==> src/rtl/parity_tx_sequencer.sv <==
// Round-robin two-requester serial frame transmitter with odd parity (start/8 data LSB-first/parity/stop).
// Optional parity slot on the line is enabled by defining TX_PARITY_EN; without it the frame is 10 bits.
module parity_tx_sequencer #(
  parameter int unsigned CLKS_PER_BIT = 10416
) (
  input  logic       CLK100MHZ,
  input  logic       resetSW_n,
  input  logic       req_a_valid,
  input  logic [7:0] req_a_data,
  output logic       req_a_ready,
  input  logic       req_b_valid,
  input  logic [7:0] req_b_data,
  output logic       req_b_ready,
  output logic       tx,
  output logic       busy,
  output logic       grant_b,
  output logic       parity_bit,
  output logic       frame_done
);

  localparam int unsigned CNT_W = (CLKS_PER_BIT > 1) ? $clog2(CLKS_PER_BIT) : 1;
  localparam logic [CNT_W-1:0] CNT_LAST = CNT_W'(CLKS_PER_BIT - 1);

  typedef enum logic [2:0] {
    S_IDLE,
    S_START,
    S_DATA,
`ifdef TX_PARITY_EN
    S_PARITY,
`endif
    S_STOP
  } state_e;

  state_e           state_q, state_d;
  logic [CNT_W-1:0] cnt_q, cnt_d;
  logic [2:0]       idx_q, idx_d;
  logic [7:0]       shift_q, shift_d;
  logic             parity_q, parity_d;
  logic             grant_b_q, grant_b_d;
  logic             last_b_q, last_b_d;
  logic             tx_q, tx_d;
  logic             busy_q, busy_d;
  logic             done_q, done_d;

  logic             bit_end;
  logic [7:0]       sel_data;

  // Round-robin grant; ready is combinational and only offered in IDLE outside reset
  always_comb begin
    req_a_ready = 1'b0;
    req_b_ready = 1'b0;
    if (resetSW_n && (state_q == S_IDLE)) begin
      req_a_ready = req_a_valid && (!req_b_valid || last_b_q);
      req_b_ready = req_b_valid && (!req_a_valid || !last_b_q);
    end
  end

  assign bit_end  = (cnt_q == CNT_LAST);
  assign sel_data = req_b_ready ? req_b_data : req_a_data;

  always_comb begin
    state_d   = state_q;
    cnt_d     = cnt_q;
    idx_d     = idx_q;
    shift_d   = shift_q;
    parity_d  = parity_q;
    grant_b_d = grant_b_q;
    last_b_d  = last_b_q;
    tx_d      = 1'b1;
    busy_d    = (state_q != S_IDLE);
    // Pulse one cycle after the state machine has returned to IDLE
    done_d    = (state_q == S_IDLE) && busy_q;

    case (state_q)
      S_IDLE: begin
        tx_d = 1'b1;
        if (req_a_ready || req_b_ready) begin
          shift_d   = sel_data;
          parity_d  = ~^sel_data;
          grant_b_d = req_b_ready;
          last_b_d  = req_b_ready;
          cnt_d     = '0;
          idx_d     = 3'd0;
          state_d   = S_START;
        end
      end
      S_START: begin
        tx_d  = 1'b0;
        cnt_d = cnt_q + CNT_W'(1);
        if (bit_end) begin
          cnt_d   = '0;
          state_d = S_DATA;
        end
      end
      S_DATA: begin
        tx_d  = shift_q[0];
        cnt_d = cnt_q + CNT_W'(1);
        if (bit_end) begin
          cnt_d   = '0;
          shift_d = {1'b0, shift_q[7:1]};
          idx_d   = idx_q + 3'd1;
          if (idx_q == 3'd7) begin
`ifdef TX_PARITY_EN
            state_d = S_PARITY;
`else
            state_d = S_STOP;
`endif
          end
        end
      end
`ifdef TX_PARITY_EN
      S_PARITY: begin
        tx_d  = parity_q;
        cnt_d = cnt_q + CNT_W'(1);
        if (bit_end) begin
          cnt_d   = '0;
          state_d = S_STOP;
        end
      end
`endif
      S_STOP: begin
        tx_d  = 1'b1;
        cnt_d = cnt_q + CNT_W'(1);
        if (bit_end) begin
          cnt_d   = '0;
          state_d = S_IDLE;
        end
      end
      default: begin
        state_d = S_IDLE;
      end
    endcase
  end

  always_ff @(posedge CLK100MHZ) begin
    if (!resetSW_n) begin
      state_q   <= S_IDLE;
      cnt_q     <= '0;
      idx_q     <= 3'd0;
      shift_q   <= 8'd0;
      parity_q  <= 1'b0;
      grant_b_q <= 1'b0;
      last_b_q  <= 1'b1;
      tx_q      <= 1'b1;
      busy_q    <= 1'b0;
      done_q    <= 1'b0;
    end else begin
      state_q   <= state_d;
      cnt_q     <= cnt_d;
      idx_q     <= idx_d;
      shift_q   <= shift_d;
      parity_q  <= parity_d;
      grant_b_q <= grant_b_d;
      last_b_q  <= last_b_d;
      tx_q      <= tx_d;
      busy_q    <= busy_d;
      done_q    <= done_d;
    end
  end

  assign tx         = tx_q;
  assign busy       = busy_q;
  assign grant_b    = grant_b_q;
  assign parity_bit = parity_q;
  assign frame_done = done_q;

endmodule

==> config.mk <==
export PLATFORM = sky130hd
export DESIGN_NAME = parity_tx_sequencer
export DESIGN_NICKNAME = d
export VERILOG_FILES = /design/src/rtl/parity_tx_sequencer.sv
export SDC_FILE = /design/constraint.sdc
export NUM_CORES = 1
export LEC_CHECK = 0
export ABC_AREA = 0
export CORE_UTILIZATION = 58
export CTS_CLUSTER_SIZE = 40
export DETAILED_ROUTE_END_ITERATION = 16
export GPL_ROUTABILITY_DRIVEN = 1
export PLACE_DENSITY = 0.84
export SLEW_MARGIN = 15
export SYNTH_ARGS = -nofsm -noshare
export SYNTH_HDL_FRONTEND = slang
export SYNTH_SLANG_ARGS = --single-unit
==> constraint.sdc <==
create_clock -name CLK100MHZ -period 4.6 [get_ports CLK100MHZ]
set_clock_uncertainty 0.05 [all_clocks]
set_input_delay 0.46 -clock CLK100MHZ [delete_from_list [all_inputs] [get_ports CLK100MHZ]]
set_output_delay 0.46 -clock CLK100MHZ [all_outputs]
set_load 0.02 [all_outputs]
======== Yosys cells after proc, flatten, opt, wreduce, memory -nomap -nowiden ========
Index checks and enable logic that the tools add are counted.
storage, ports and cells
  flip-flop bits (word level) ............. 34
  bits in latches ......................... 0
  bits in writable memories ............... 0
  ROM bits ................................ 0
  input port bits ......................... 20
  output and inout port bits .............. 7
  memories ................................ 0
operators by class
  add/sub/neg operators ................... 2
  multiply operators ...................... 0
  divide/modulo/power cells ............... 0
  order comparisons ....................... 0
  equality and inequality tests ........... 10
  shift-type cells ........................ 0
  muxes and demuxes ....................... 19
  bitwise logic cells ..................... 0
  reductions and logical operators ........ 20
operator list
  operator                 number
  $mux W14                 2
  $pmux W14 S2             1
  $mux W8                  3
  $mux W3                  7
  $pmux W8 S2              1
  $add A14 B1 Y14 const B  1
  $eq A14 B14 Y1 const B   1
  $pmux W3 S4              1
  $ne A2 B2 Y1 const B     4
  $reduce_xnor A8 Y1       1
  $eq A3 B2 Y1 const B     2
  $pmux W3 S2              1
  $reduce_and A5 Y1        1
  $logic_and A1 B1 Y1      4
  $reduce_and A2 Y1        2
  $reduce_bool A2 Y1       2
  $add A3 B1 Y3 const B    1
  $eq A3 B1 Y1 const B     1
  $eq A3 B3 Y1 const B     1
  $logic_not A1 Y1         3
  $logic_not A3 Y1         1
  $logic_or A1 B1 Y1       3
  $reduce_and A3 Y1        1
  $reduce_bool A3 Y1       1
  4 further kinds          5

======== Depth between registers and ports, before layout ========
Gate-level depths: netlist of the first run.
  depth in word-level cells ............... 7
  mapped depth ............................ 9

======== Worst setup path before layout of the first run ========
No wires, ideal clock.
  path kind ............................... reg-to-output
  from .................................... register state_q[0]
  to ...................................... output req_a_ready
  arrival ................................. 1.410 ns
  path slack .............................. 2.680 ns
  cell stages (with the launch flop) ...... 7
  cells stage by stage .................... dfxtp_1 inv_1 ha_1 buf_2 nand4_2 inv_2 nor2_1
between the ends
  word-level cells in the longest chain between the ends .. 3
RTL lines
  item                    RTL line  source
  from (decl)             34        state_e state_q, state_d;
  from (signal assigned)  148       state_q <= state_d;
  $logic_not A3 Y1        52        if (resetSW_n && (state_q == S_IDLE)) begin
  $logic_and A1 B1 Y1     52
  $mux W1                 52
  to (decl)               10        output logic req_a_ready,
Every way passes these cells.

======== Worst setup path in the final report of the first run ========
Ends and elaborated chain as after synthesis.

==> results of run 1 <==
==> synth_stat cells, types with 2 or more instances <==
library cell,count,share of area
sky130_fd_sc_hd__and4_4,2,0.012
sky130_fd_sc_hd__dfxtp_1,33,0.34
sky130_fd_sc_hd__nand4b_1,2,0.0091
sky130_fd_sc_hd__nor2_1,7,0.014
sky130_fd_sc_hd__nand4_1,3,0.0097
sky130_fd_sc_hd__mux2_2,7,0.041
sky130_fd_sc_hd__xnor2_1,14,0.064
sky130_fd_sc_hd__and3_1,5,0.016
sky130_fd_sc_hd__a21oi_1,4,0.010
sky130_fd_sc_hd__nand4_2,2,0.013
sky130_fd_sc_hd__o22ai_1,2,0.0065
sky130_fd_sc_hd__nand3_1,7,0.018
sky130_fd_sc_hd__o211a_1,2,0.010
sky130_fd_sc_hd__buf_2,3,0.0078
sky130_fd_sc_hd__a21boi_1,2,0.0078
sky130_fd_sc_hd__a31oi_1,5,0.016
sky130_fd_sc_hd__nor3_1,2,0.0052
sky130_fd_sc_hd__clkbuf_1,7,0.014
sky130_fd_sc_hd__o2111ai_1,7,0.032
sky130_fd_sc_hd__a21boi_0,2,0.0078
sky130_fd_sc_hd__o21ai_1,2,0.0052
sky130_fd_sc_hd__ha_1,7,0.045
sky130_fd_sc_hd__inv_1,7,0.014
sky130_fd_sc_hd__and2_1,3,0.0097
sky130_fd_sc_hd__nor2b_1,5,0.016
sky130_fd_sc_hd__nand2b_1,9,0.029
sky130_fd_sc_hd__o211ai_1,2,0.0078
sky130_fd_sc_hd__o21ai_0,19,0.049
sky130_fd_sc_hd__nand2_1,28,0.055
==> power by group <==
part           switching (uW)  internal [uW]
combinational             237            164
sequential               28.1            336
clock                     102           57.6
==> per-layer routing <==
metal  up-vias  global-route usage
met5         -                   0
met4         0              0.0897
met3         6              0.0459
met2        25               0.392
met1       775               0.339
li1        854                   -
==> cell type report <==
cell class | instances | area share
clock buffer | 5 | 0.0167
clock inverter | 3 | 0.00778
inverter | 8 | 0.0133
multi-input combinational | 170 | 0.525
sequential | 33 | 0.293
tap | 44 | 0.0245
timing repair buffer | 27 | 0.119
==> metrics by stage <==
step                      hold WS (ns)  setup slack [ns]
after global routing             0.448              1.40
after global placement           0.389              1.77
after detailed placement         0.398              1.75
after CTS                        0.414              1.60
after floorplan                  0.381              2.68
final                            0.412              1.60
==> logic make-up after synthesis <==
| family | share of synthesized area |
|---|---|
| AOI/OAI and AO/OA | 0.199 |
| xor gates and xnor gates | 0.0682 |
| adders and majority gates | 0.0455 |
| buffers and inverters | 0.0429 |
| DFF | 0.343 |
| muxes | 0.0461 |
| and+or+nand+nor | 0.255 |
==> worst reg2reg max path, delay by kind of cell (launching register included) <==
| kind | cells | cell delay (ns) |
|---|---|---|
| AO/OA/AOI/OAI | 3 | 1.18 |
| flip-flops | 1 | 0.34 |
| AND/OR/NAND/NOR | 1 | 0.19 |
| buffers and inverters | 1 | 0.09 |
| adder cells (fa/ha/maj) | 1 | 0.55 |
==> worst max path at each step <==
| stage | start | endpoint | cells after the start |
|---|---|---|---|
| 6_report | state_q[0] | req_a_ready | 6 |
| 5_1_grt | state_q[1] | req_a_ready | 6 |
| 4_1_cts | state_q[0] | req_a_ready | 6 |
| 3_5_place_dp | resetSW_n | req_a_ready | 5 |
| 3_3_place_gp | resetSW_n | req_a_ready | 5 |
| 2_1_floorplan | state_q[0] | req_a_ready | 6 |
==> state kept, by name, indices dropped and copies added, names as in the netlist <==
signal and count:
last_b_q 1, busy 1, cnt_q 14, parity_bit 1, shift_q 8, idx_q 3
tx 1, grant_b 1, state_q 2, frame_done 1
==> results.md, run 1 <==
| Result | Reported | Unit |
| --- | --- | --- |
| Setup slack of the most critical reg-to-reg path | 2.11 | ns |
| HP Start | shift_q[4] | - |
| Die Area | 0.00355 | mm^2 |
| Final count of hold timing violations | 0 | - |
| Layout area overhead | 16.9 | % |
| Vias per cell | 5.72 | - |
| Overall die width | 59.6 | um |
| Cell-by-cell trace of the critical path | inv_1, ha_1, nand4_2, inv_2, nor2_1, clkdlybuf4s50_1 | - |
| Top routing layer in use | met4 | - |
| Fmax | 334 | MHz |
| M1 WL | 1.97 | mm |
| Starting Density | 0.621 | - |
| Count of unique library cells instantiated by Yosys | 52 | - |
| Hold Buf Count CTS | 0 | - |
| Number of placement rows | 20 | - |
| Antenna fix cells | 0 | - |
| Delay of the slowest critical-path stage | 0.55 | ns |
| Sink count of the clock tree | 33 | - |
| Share of the core filled with cells in the final layout | 0.725 | - |
| Detailed router's first-iteration violation count | 73 | - |
| Post-cts gate resize count | 0 | - |
| Critical path peak fanout | 18 | - |
| Post-route design area | 0.00225 | mm^2 |
| Routed wire length per instance | 13.4 | um |
| RSZ-0062 raised after global routing | false | - |
| Most common cell after layout, fill and taps aside | sky130_fd_sc_hd__dfxtp_1 | - |
| Via count of the first global-routing pass | 1477 | - |
| Port Buf Inserts | 26 | - |
| Sequential-to-total area share from yosys stat | 0.343 | - |
| Final critical delay including setup and external delays | 3.00 | ns |
| Critical Path End Type | primary output | - |
| CP Class | flip-flop to primary output | - |
| NumNets Final | 272 | - |
| Worst Path Arrival | 2.49 | ns |
| Flop and latch count out of synthesis | 33 | - |
| CTS clock-pin slew for the worst setup and hold paths | 0.11 | ns |
| Net count of the mapped netlist | 250 | - |
| Sink of the worst hold path | shift_q[4] | - |
| Crit start category | flip-flop | - |
| Chip height | 59.6 | um |
| Dominant register cell in the synthesized netlist | sky130_fd_sc_hd__dfxtp_1 | - |
| Worst-case vdd ir drop | 372 | uV |
| Final weighted congestion of routability-driven global placement | 0.790 | - |
| Post-CTS Setup Bufs | 0 | - |
| DP Wirelength | 2.86 | mm |
| Worst skew pair latency | 0.33 | ns |
| Number of buffers and inverters on the critical path | 3 | - |
| Clock Path Buffers | 2 | - |
| Core footprint | 0.00310 | mm^2 |
| Capture point of the worst reg-to-reg path | shift_q[7] | - |
| Area taken by multi-input logic gates | 0.00118 | mm^2 |
| Class of the worst hold path | flip-flop to flip-flop | - |
| Gate family responsible for the most delay along the worst path | buffers and inverters | - |
| Routed WL | 3.90 | mm |
| Number of cells in the finished layout apart from fillers | 290 | - |
| Most used cells in the layout excluding fill and tap cells | sky130_fd_sc_hd__dfxtp_1 (33), sky130_fd_sc_hd__nand2_1 (28), sky130_fd_sc_hd__clkdlybuf4s50_1 (26) | - |
| Number of cells after detailed placement | 282 | - |
| Count of mapped cells out of synthesis | 223 | - |
| Final period util | 0.652 | - |
| Num ports | 27 | - |
| # setup viols final | 0 | - |
| Tightest Pin Transition | 0.770 | ns |
| DRT antenna net count | 0 | - |
| Worst rel slew slack | 0.487 | - |
| Global-route wire length before repair | 6.67 | mm |
| Highest-delay cell along the critical path | sky130_fd_sc_hd__ha_1 | - |
| Largest net degree at the start of global routing | 32 | - |
| Fillcell total | 248 | - |
| Area of all sequential standard cells | 661 | um^2 |
| Total negative setup slack | 0 | ns |
| First drt pass iteration count | 4 | - |
| Final number of max-transition violations | 0 | - |
| Outcome | complete, no violations | - |
| Depth of the worst register-to-register path | 6 | - |
| EDFF count, synth | 0 | - |
| Global-route usage over all layers | 0.249 | - |
| Number of remaining DRC errors | 0 | - |
| Pwr Density | 411 | mW/mm^2 |
| Start of the worst register-to-register path | state_q[0] | - |
| Total number of yosys warnings | 0 | - |
| Worst path required time | 4.09 | ns |
| WL met2 | 1.74 | mm |
| Clock buffer count from CTS | 5 | - |
| Clock tree from TritonCTS | done | - |
| Final total power | 925 | uW |
| Reported leakage power | 0.000827 | uW |
| Total congestion overflow | 0 | - |
| Proportion of register bits with asynchronous set or reset after synthesis | 0 | - |
| Number of vias after detailed routing | 1660 | - |
| Sum of met3 wire segment lengths after detailed routing | 126 | um |
| CTS Root Cell | sky130_fd_sc_hd__clkbuf_4 | - |
| Antenna violations before repair | 0 | - |
| Average cell area after synthesis | 8.63 | um^2 |
| Max-capacitance violation count | 0 | - |
| Cell area reported after detailed placement | 0.00220 | mm^2 |
| Min-Delay Path Depth | 2 | - |
| Ratio of cells with drive above 1 in the final layout | 0.106 | - |
| H-tree depth reported by CTS | 2 | - |
| Cell Area, Synth | 0.00193 | mm^2 |
Power figures use the tool's default switching activity.
==> inputs of run 2 (changes only) <==
Settings changed: CORE_UTILIZATION 58 to 54, PLACE_DENSITY 0.84 to 0.79.
Clock period 4.6 ns to 3 ns, I/O delays scaled along.
==> run 2 against run 1 <==
Net effect:
- sequential share of layout area fell by 0.32 points
- via count fell by 0.60%
- core utilization fell by 4.9 points
- final cell count rose by 1.4%
- first-iteration DRC count rose by 45%
- largest power group unchanged
==> results.md, run 2 (synthesized netlist as in run 1, its figures left out) <==
| Result | Reported | Unit | vs previous |
| --- | --- | --- | --- |
| Final weighted congestion of routability-driven global placement | 0.827 | - | was 0.790 |
| Reported leakage power | 0.000842 | uW | was 0.000827 uW |
| CP Class | flip-flop to primary output | - | unchanged |
| Area of all sequential standard cells | 661 | um^2 | unchanged |
| Post-cts gate resize count | 0 | - | unchanged |
| Max-capacitance violation count | 0 | - | unchanged |
| Number of remaining DRC errors | 0 | - | unchanged |
| Number of flip-flops in the largest register | 14 | - | unchanged |
| Area taken by multi-input logic gates | 0.00118 | mm^2 | unchanged |
| Critical Path End Type | primary output | - | unchanged |
| Final period util | 0.829 | - |  |
| Clock tree from TritonCTS | done | - | unchanged |
| Routed WL | 3.98 | mm | was 3.90 mm |
| Detailed router's first-iteration violation count | 106 | - | was 73 |
| Die Area | 0.00381 | mm^2 | was 0.00355 mm^2 |
| Global-route wire length before repair | 6.33 | mm | was 6.67 mm |
| Global-route usage over all layers | 0.228 | - | was 0.249 |
| Largest registers | cnt_q (14), shift_q (8), idx_q (3) | - | unchanged |
| Class of the worst hold path | flip-flop to flip-flop | - | unchanged |
| Pwr Density | 635 | mW/mm^2 | was 411 mW/mm^2 |
| Share of the core filled with cells in the final layout | 0.677 | - | was 0.725 |
| Fillcell total | 305 | - | was 248 |
| Clock buffer count from CTS | 5 | - | unchanged |
| Worst rel slew slack | 0.491 | - | was 0.487 |
| Worst-case vdd ir drop | 376 | uV | was 372 uV |
| Post-CTS Setup Bufs | 0 | - | unchanged |
| Outcome | complete, no violations | - | unchanged |
| Tightest Pin Transition | 0.763 | ns | was 0.770 ns |
| Port Buf Inserts | 26 | - | unchanged |
| Layout area overhead | 18.2 | % | was 16.9% |
| Via count of the first global-routing pass | 1473 | - | was 1477 |
| Final number of max-transition violations | 0 | - | unchanged |
| H-tree depth reported by CTS | 2 | - | unchanged |
| Number of placement rows | 21 | - | was 20 |
| DRT antenna net count | 0 | - | unchanged |
| NumNets Final | 275 | - | was 272 |
| Worst skew pair latency | 0.33 | ns | about the same |
| Most used cells in the layout excluding fill and tap cells | sky130_fd_sc_hd__dfxtp_1 (33), sky130_fd_sc_hd__nand2_1 (28), sky130_fd_sc_hd__clkdlybuf4s50_1 (26) | - | unchanged |
| Min Hold Slack | 0.407 | ns | was 0.412 ns |
| Ratio of cells with drive above 1 in the final layout | 0.109 | - | was 0.106 |
| Most common cell after layout, fill and taps aside | sky130_fd_sc_hd__dfxtp_1 | - | unchanged |
| Num ports | 27 | - | unchanged |
| Fmax | 402 | MHz |  |
| Total negative setup slack | 0 | ns | unchanged |
| Critical path peak fanout | 10 | - | was 18 |
| CTS clock-pin slew for the worst setup and hold paths | 0.09 | ns | was 0.11 ns |
| Final count of hold timing violations | 0 | - | unchanged |
| Sink count of the clock tree | 33 | - | unchanged |
| Overall die width | 61.7 | um | was 59.6 um |
| Number of cells after detailed placement | 287 | - | was 282 |
| Antenna fix cells | 0 | - | unchanged |
| Hold Buf Count CTS | 0 | - | unchanged |
| Number of vias after detailed routing | 1650 | - | was 1660 |
| Clock Path Buffers | 2 | - | unchanged |
| Largest net degree at the start of global routing | 35 | - | was 32 |
| Routed wire length per instance | 13.5 | um | was 13.4 um |
| Core footprint | 0.00336 | mm^2 | was 0.00310 mm^2 |
| Number of cells in the finished layout apart from fillers | 294 | - | was 290 |
| Register ranked first by flip-flop count | cnt_q | - | unchanged |
| Vias per cell | 5.61 | - | was 5.72 |
| Total congestion overflow | 0 | - | unchanged |
| Chip height | 61.7 | um | was 59.6 um |
| Worst Path Arrival | 2.14 | ns | was 2.49 ns |
| Starting Density | 0.573 | - | was 0.621 |
| First drt pass iteration count | 6 | - | was 4 |
| Worst path required time | 2.65 | ns | was 4.09 ns |
| Antenna violations before repair | 0 | - | unchanged |
| CTS Root Cell | sky130_fd_sc_hd__clkbuf_4 | - | unchanged |
| RSZ-0062 raised after global routing | false | - | unchanged |
| DP Wirelength | 2.97 | mm | was 2.86 mm |
| Final critical delay including setup and external delays | 2.49 | ns |  |
| Crit start category | flip-flop | - | unchanged |
| # setup viols final | 0 | - | unchanged |
## run 2: cell count changes in the layout (fill, tap and decap cells not counted)
cell | previous run | this run
sky130_fd_sc_hd__clkinvlp_4 | 1 | 0
sky130_fd_sc_hd__clkbuf_8 | 0 | 1
sky130_fd_sc_hd__buf_4 | 1 | 4
sky130_fd_sc_hd__clkbuf_1 | 0 | 1
sky130_fd_sc_hd__clkinv_2 | 2 | 0
## run 2: cell type report
class | count | share of cell area
Tap cell | 46 | 0.0253
Multi-Input combinational cell | 170 | 0.520
Inverter | 8 | 0.0132
Sequential cell | 33 | 0.290
Timing Repair Buffer | 30 | 0.128
Clock buffer | 7 | 0.0242
## run 2: power by group
part	switching, uW	leakage (uW)	total (uW)	internal (uW)
combinational	367	0.000542	636	268
sequential	44.6	0.000268	560	515
clock	139	0.0000314	249	111
## run 2: critical path: stages, from the launching register on
cell and delay, ns:
sky130_fd_sc_hd__dfxtp_1 0.39, sky130_fd_sc_hd__inv_1 0.08, sky130_fd_sc_hd__ha_1 0.24, sky130_fd_sc_hd__nand4_2 0.26, sky130_fd_sc_hd__inv_2 0.08, sky130_fd_sc_hd__nor2_1 0.14
sky130_fd_sc_hd__clkdlybuf4s50_1 0.62
## run 2: through the flow
step / setup slack (ns) / cell area (um^2) / total power, uW
after floorplan: 1.24 / 1930 / 1030
after global placement: 0.681 / 2220 / 1200
after detailed placement: 0.642 / 2220 / 1210
after CTS: 0.468 / 2280 / 1460
after global routing: 0.349 / 2280 / 1560
final: 0.513 / 2280 / 1440
## run 2: path summary, 6_finish.rpt
kind              startpoint     endpoint  slack [ns]  cells past startpoint
setup reg to reg  state_q[0]   shift_q[7]        0.87                      7
hold / removal      idx_q[1]     idx_q[1]        0.41                      2
hold reg to reg     idx_q[1]     idx_q[1]        0.41                      2
setup / recovery  state_q[1]  req_a_ready        0.51                      6
## run 2: metal layers
layer	up-vias	routed length (um)	share of wire	global-route usage
li1	861	-	-	-
met1	762	1840	0.46	0.263
met2	23	2010	0.51	0.395
met3	4	85	0.021	0.0663
met4	0	38	0.0096	0.0984
met5	-	0	0	0
==> inputs of run 3 (changes only) <==
Settings changed: CORE_UTILIZATION 54 to 49, PLACE_DENSITY 0.79 to 0.76.
Clock period 3 ns to 2.2 ns, I/O delays scaled along.
==> run 3 against run 2 <==
Net effect:
- sequential power grew 36%
- flip-flop and latch count unchanged
- core utilization down 4.2 points
- critical endpoint is now req_b_ready
- largest cell class unchanged
==> results.md, run 3 (synthesized netlist as in run 1, its figures left out) <==
| Result | Reported | Unit | vs previous |
| --- | --- | --- | --- |
| Outcome | complete, no violations | - | unchanged |
| Fillcell total | 319 | - | was 305 |
| Total congestion overflow | 0 | - | unchanged |
| Fmax | 480 | MHz |  |
| Most used cells in the layout excluding fill and tap cells | sky130_fd_sc_hd__dfxtp_1 (33), sky130_fd_sc_hd__nand2_1 (28), sky130_fd_sc_hd__clkdlybuf4s50_1 (25) | - | was sky130_fd_sc_hd__dfxtp_1 (33), sky130_fd_sc_hd__nand2_1 (28), sky130_fd_sc_hd__clkdlybuf4s50_1 (26) |
| Overall die width | 64.7 | um | was 61.7 um |
| Final weighted congestion of routability-driven global placement | 0.769 | - | was 0.827 |
| Register ranked first by flip-flop count | cnt_q | - | unchanged |
| Critical Path End Type | primary output | - | unchanged |
| Max-capacitance violation count | 0 | - | unchanged |
| Via count of the first global-routing pass | 1633 | - | was 1473 |
| Pwr Density | 955 | mW/mm^2 | was 635 mW/mm^2 |
| Largest net degree at the start of global routing | 26 | - | was 35 |
| CP Class | flip-flop to primary output | - | unchanged |
| Sink count of the clock tree | 33 | - | unchanged |
| Start of the worst register-to-register path | cnt_q[0] | - | was state_q[0] |
| Combinational power share | 0.396 | - | was 0.440 |
| Final count of hold timing violations | 0 | - | unchanged |
| Tightest Pin Transition | 0.420 | ns | was 0.763 ns |
| Reported leakage power | 0.000879 | uW | was 0.000842 uW |
| H-tree depth reported by CTS | 2 | - | unchanged |
| Global-route usage over all layers | 0.222 | - | was 0.228 |
| Number of flip-flops in the largest register | 14 | - | unchanged |
| Total negative setup slack | 0 | ns | unchanged |
| Worst rel slew slack | 0.719 | - | was 0.491 |
| Ratio of cells with drive above 1 in the final layout | 0.127 | - | was 0.109 |
| Part of the power in the clock network | 0.265 | - | was 0.172 |
| RSZ-0062 raised after global routing | false | - | unchanged |
| Setup slack of the most critical reg-to-reg path | 0.28 | ns | was 0.87 ns |
| Worst path required time | 1.93 | ns | was 2.65 ns |
| First drt pass iteration count | 4 | - | was 6 |
| NumNets Final | 277 | - | was 275 |
| Post-CTS Setup Bufs | 0 | - | unchanged |
| Worst Path Arrival | 1.81 | ns | was 2.14 ns |
| Hold Buf Count CTS | 0 | - | unchanged |
| Worst-case vdd ir drop | 489 | uV | was 376 uV |
| Num ports | 27 | - | unchanged |
| Final critical delay including setup and external delays | 2.08 | ns |  |
| Launching element of the worst setup path | state_q[0] | - | was state_q[1] |
| Number of placement rows | 22 | - | was 21 |
| Reported net switching power | 807 | uW | was 550 uW |
| Class of the worst hold path | flip-flop to flip-flop | - | unchanged |
| Largest registers | cnt_q (14), shift_q (8), idx_q (3) | - | unchanged |
| Die Area | 0.00418 | mm^2 | was 0.00381 mm^2 |
| Clock tree from TritonCTS | done | - | unchanged |
| Internal Power | 1450 | uW | was 894 uW |
| # setup viols final | 0 | - | unchanged |
| Detailed router's first-iteration violation count | 111 | - | was 106 |
| CTS clock-pin slew for the worst setup and hold paths | 0.07 | ns | was 0.09 ns |
| Core footprint | 0.00372 | mm^2 | was 0.00336 mm^2 |
| Starting Density | 0.518 | - | was 0.573 |
| Port Buf Inserts | 26 | - | unchanged |
| Clock buffer count from CTS | 5 | - | unchanged |
| Routed wire length per instance | 13.8 | um | was 13.5 um |
| Critical path peak fanout | 4 | - | was 10 |
| DP Wirelength | 3.04 | mm | was 2.97 mm |
| Clock Path Buffers | 2 | - | unchanged |
| Antenna violations before repair | 0 | - | unchanged |
| Layout area overhead | 22.5 | % | was 18.2% |
| Chip height | 64.7 | um | was 61.7 um |
| Most common cell after layout, fill and taps aside | sky130_fd_sc_hd__dfxtp_1 | - | unchanged |
| Final number of max-transition violations | 0 | - | unchanged |
| Final period util | 0.947 | - |  |
| Final total power | 2250 | uW | was 1440 uW |
| Final setup margin | 0.117 | ns | was 0.513 ns |
| Vias per cell | 5.63 | - | was 5.61 |
| HP Start | idx_q[1] | - | unchanged |
| Switching share of power | 0.358 | - | was 0.381 |
| Worst slack at placement | 0.0658 | ns | was 0.642 ns |
| Global-route wire length before repair | 7.25 | mm | was 6.33 mm |
| Routed WL | 4.12 | mm | was 3.98 mm |
| Sequential group share of total power | 0.338 | - | was 0.388 |
| Worst skew pair latency | 0.28 | ns | was 0.33 ns |
| Number of remaining DRC errors | 0 | - | unchanged |
| Number of vias after detailed routing | 1682 | - | was 1650 |
| Antenna fix cells | 0 | - | unchanged |
| CTS Root Cell | sky130_fd_sc_hd__clkbuf_8 | - | was sky130_fd_sc_hd__clkbuf_4 |
| Crit start category | flip-flop | - | unchanged |
| DRT antenna net count | 0 | - | unchanged |
run 3: layer usage:
| layer | vias up | GRT usage | wire length [um] |
|---|---|---|---|
| li1 | 868 | - | - |
| met1 | 788 | 0.280 | 2080 |
| met2 | 22 | 0.366 | 1890 |
| met3 | 4 | 0.0599 | 110 |
| met4 | 0 | 0.0694 | 37 |
| met5 | - | 0 | 0 |
run 3: repair_timing:
item | 4_1_cts | 5_1_grt
gates resized for setup | 1 | 1
setup endpoints to repair | 1 | 1
hold endpoints to repair | 0 | 0
run 3: worst max-delay path, cell delays in order, from the launching register on:
cell and delay [ns]:
sky130_fd_sc_hd__dfxtp_1 0.33, sky130_fd_sc_hd__inv_1 0.10, sky130_fd_sc_hd__ha_2 0.25, sky130_fd_sc_hd__nand4_2 0.13, sky130_fd_sc_hd__inv_2 0.10, sky130_fd_sc_hd__clkdlybuf4s50_1 0.61
run 3: cell type report:
cell class,instances,area [um^2],area share
timing repair buffer,32,304,0.129
inverter,8,30.0,0.0127
tap,48,60.1,0.0255
clock inverter,2,37.5,0.0159
sequential,33,661,0.280
multi-input combinational,170,1180,0.502
clock buffer,6,82.6,0.0350
run 3: power by group through the flow:
stage	clock network, uW	logic, uW	registers (uW)
3_3_place_gp	0	871	770
5_1_grt	643	998	776
3_5_place_dp	0	893	775
4_1_cts	612	893	763
2_1_floorplan	0	603	797
6_report	598	893	763
run 3: path summary, 6_finish.rpt:
| check | to | depth (start not counted) |
|---|---|---|
| worst max-delay path | req_b_ready | 5 |
| worst min-delay path | idx_q[1] | 2 |
| worst max register to register | shift_q[5] | 7 |
| worst min register to register | idx_q[1] | 2 |
run 3: through the flow:
stage               hold slack, ns  std cells  utilization  instance area (um^2)
CTS                          0.410        299        0.634                  2360
global route                 0.435        299        0.635                  2360
global placement             0.392        291        0.602                  2240
floorplan                    0.353        223            -                  1930
finish                       0.407        299        0.635                  2360
detailed placement           0.398        291        0.602                  2240
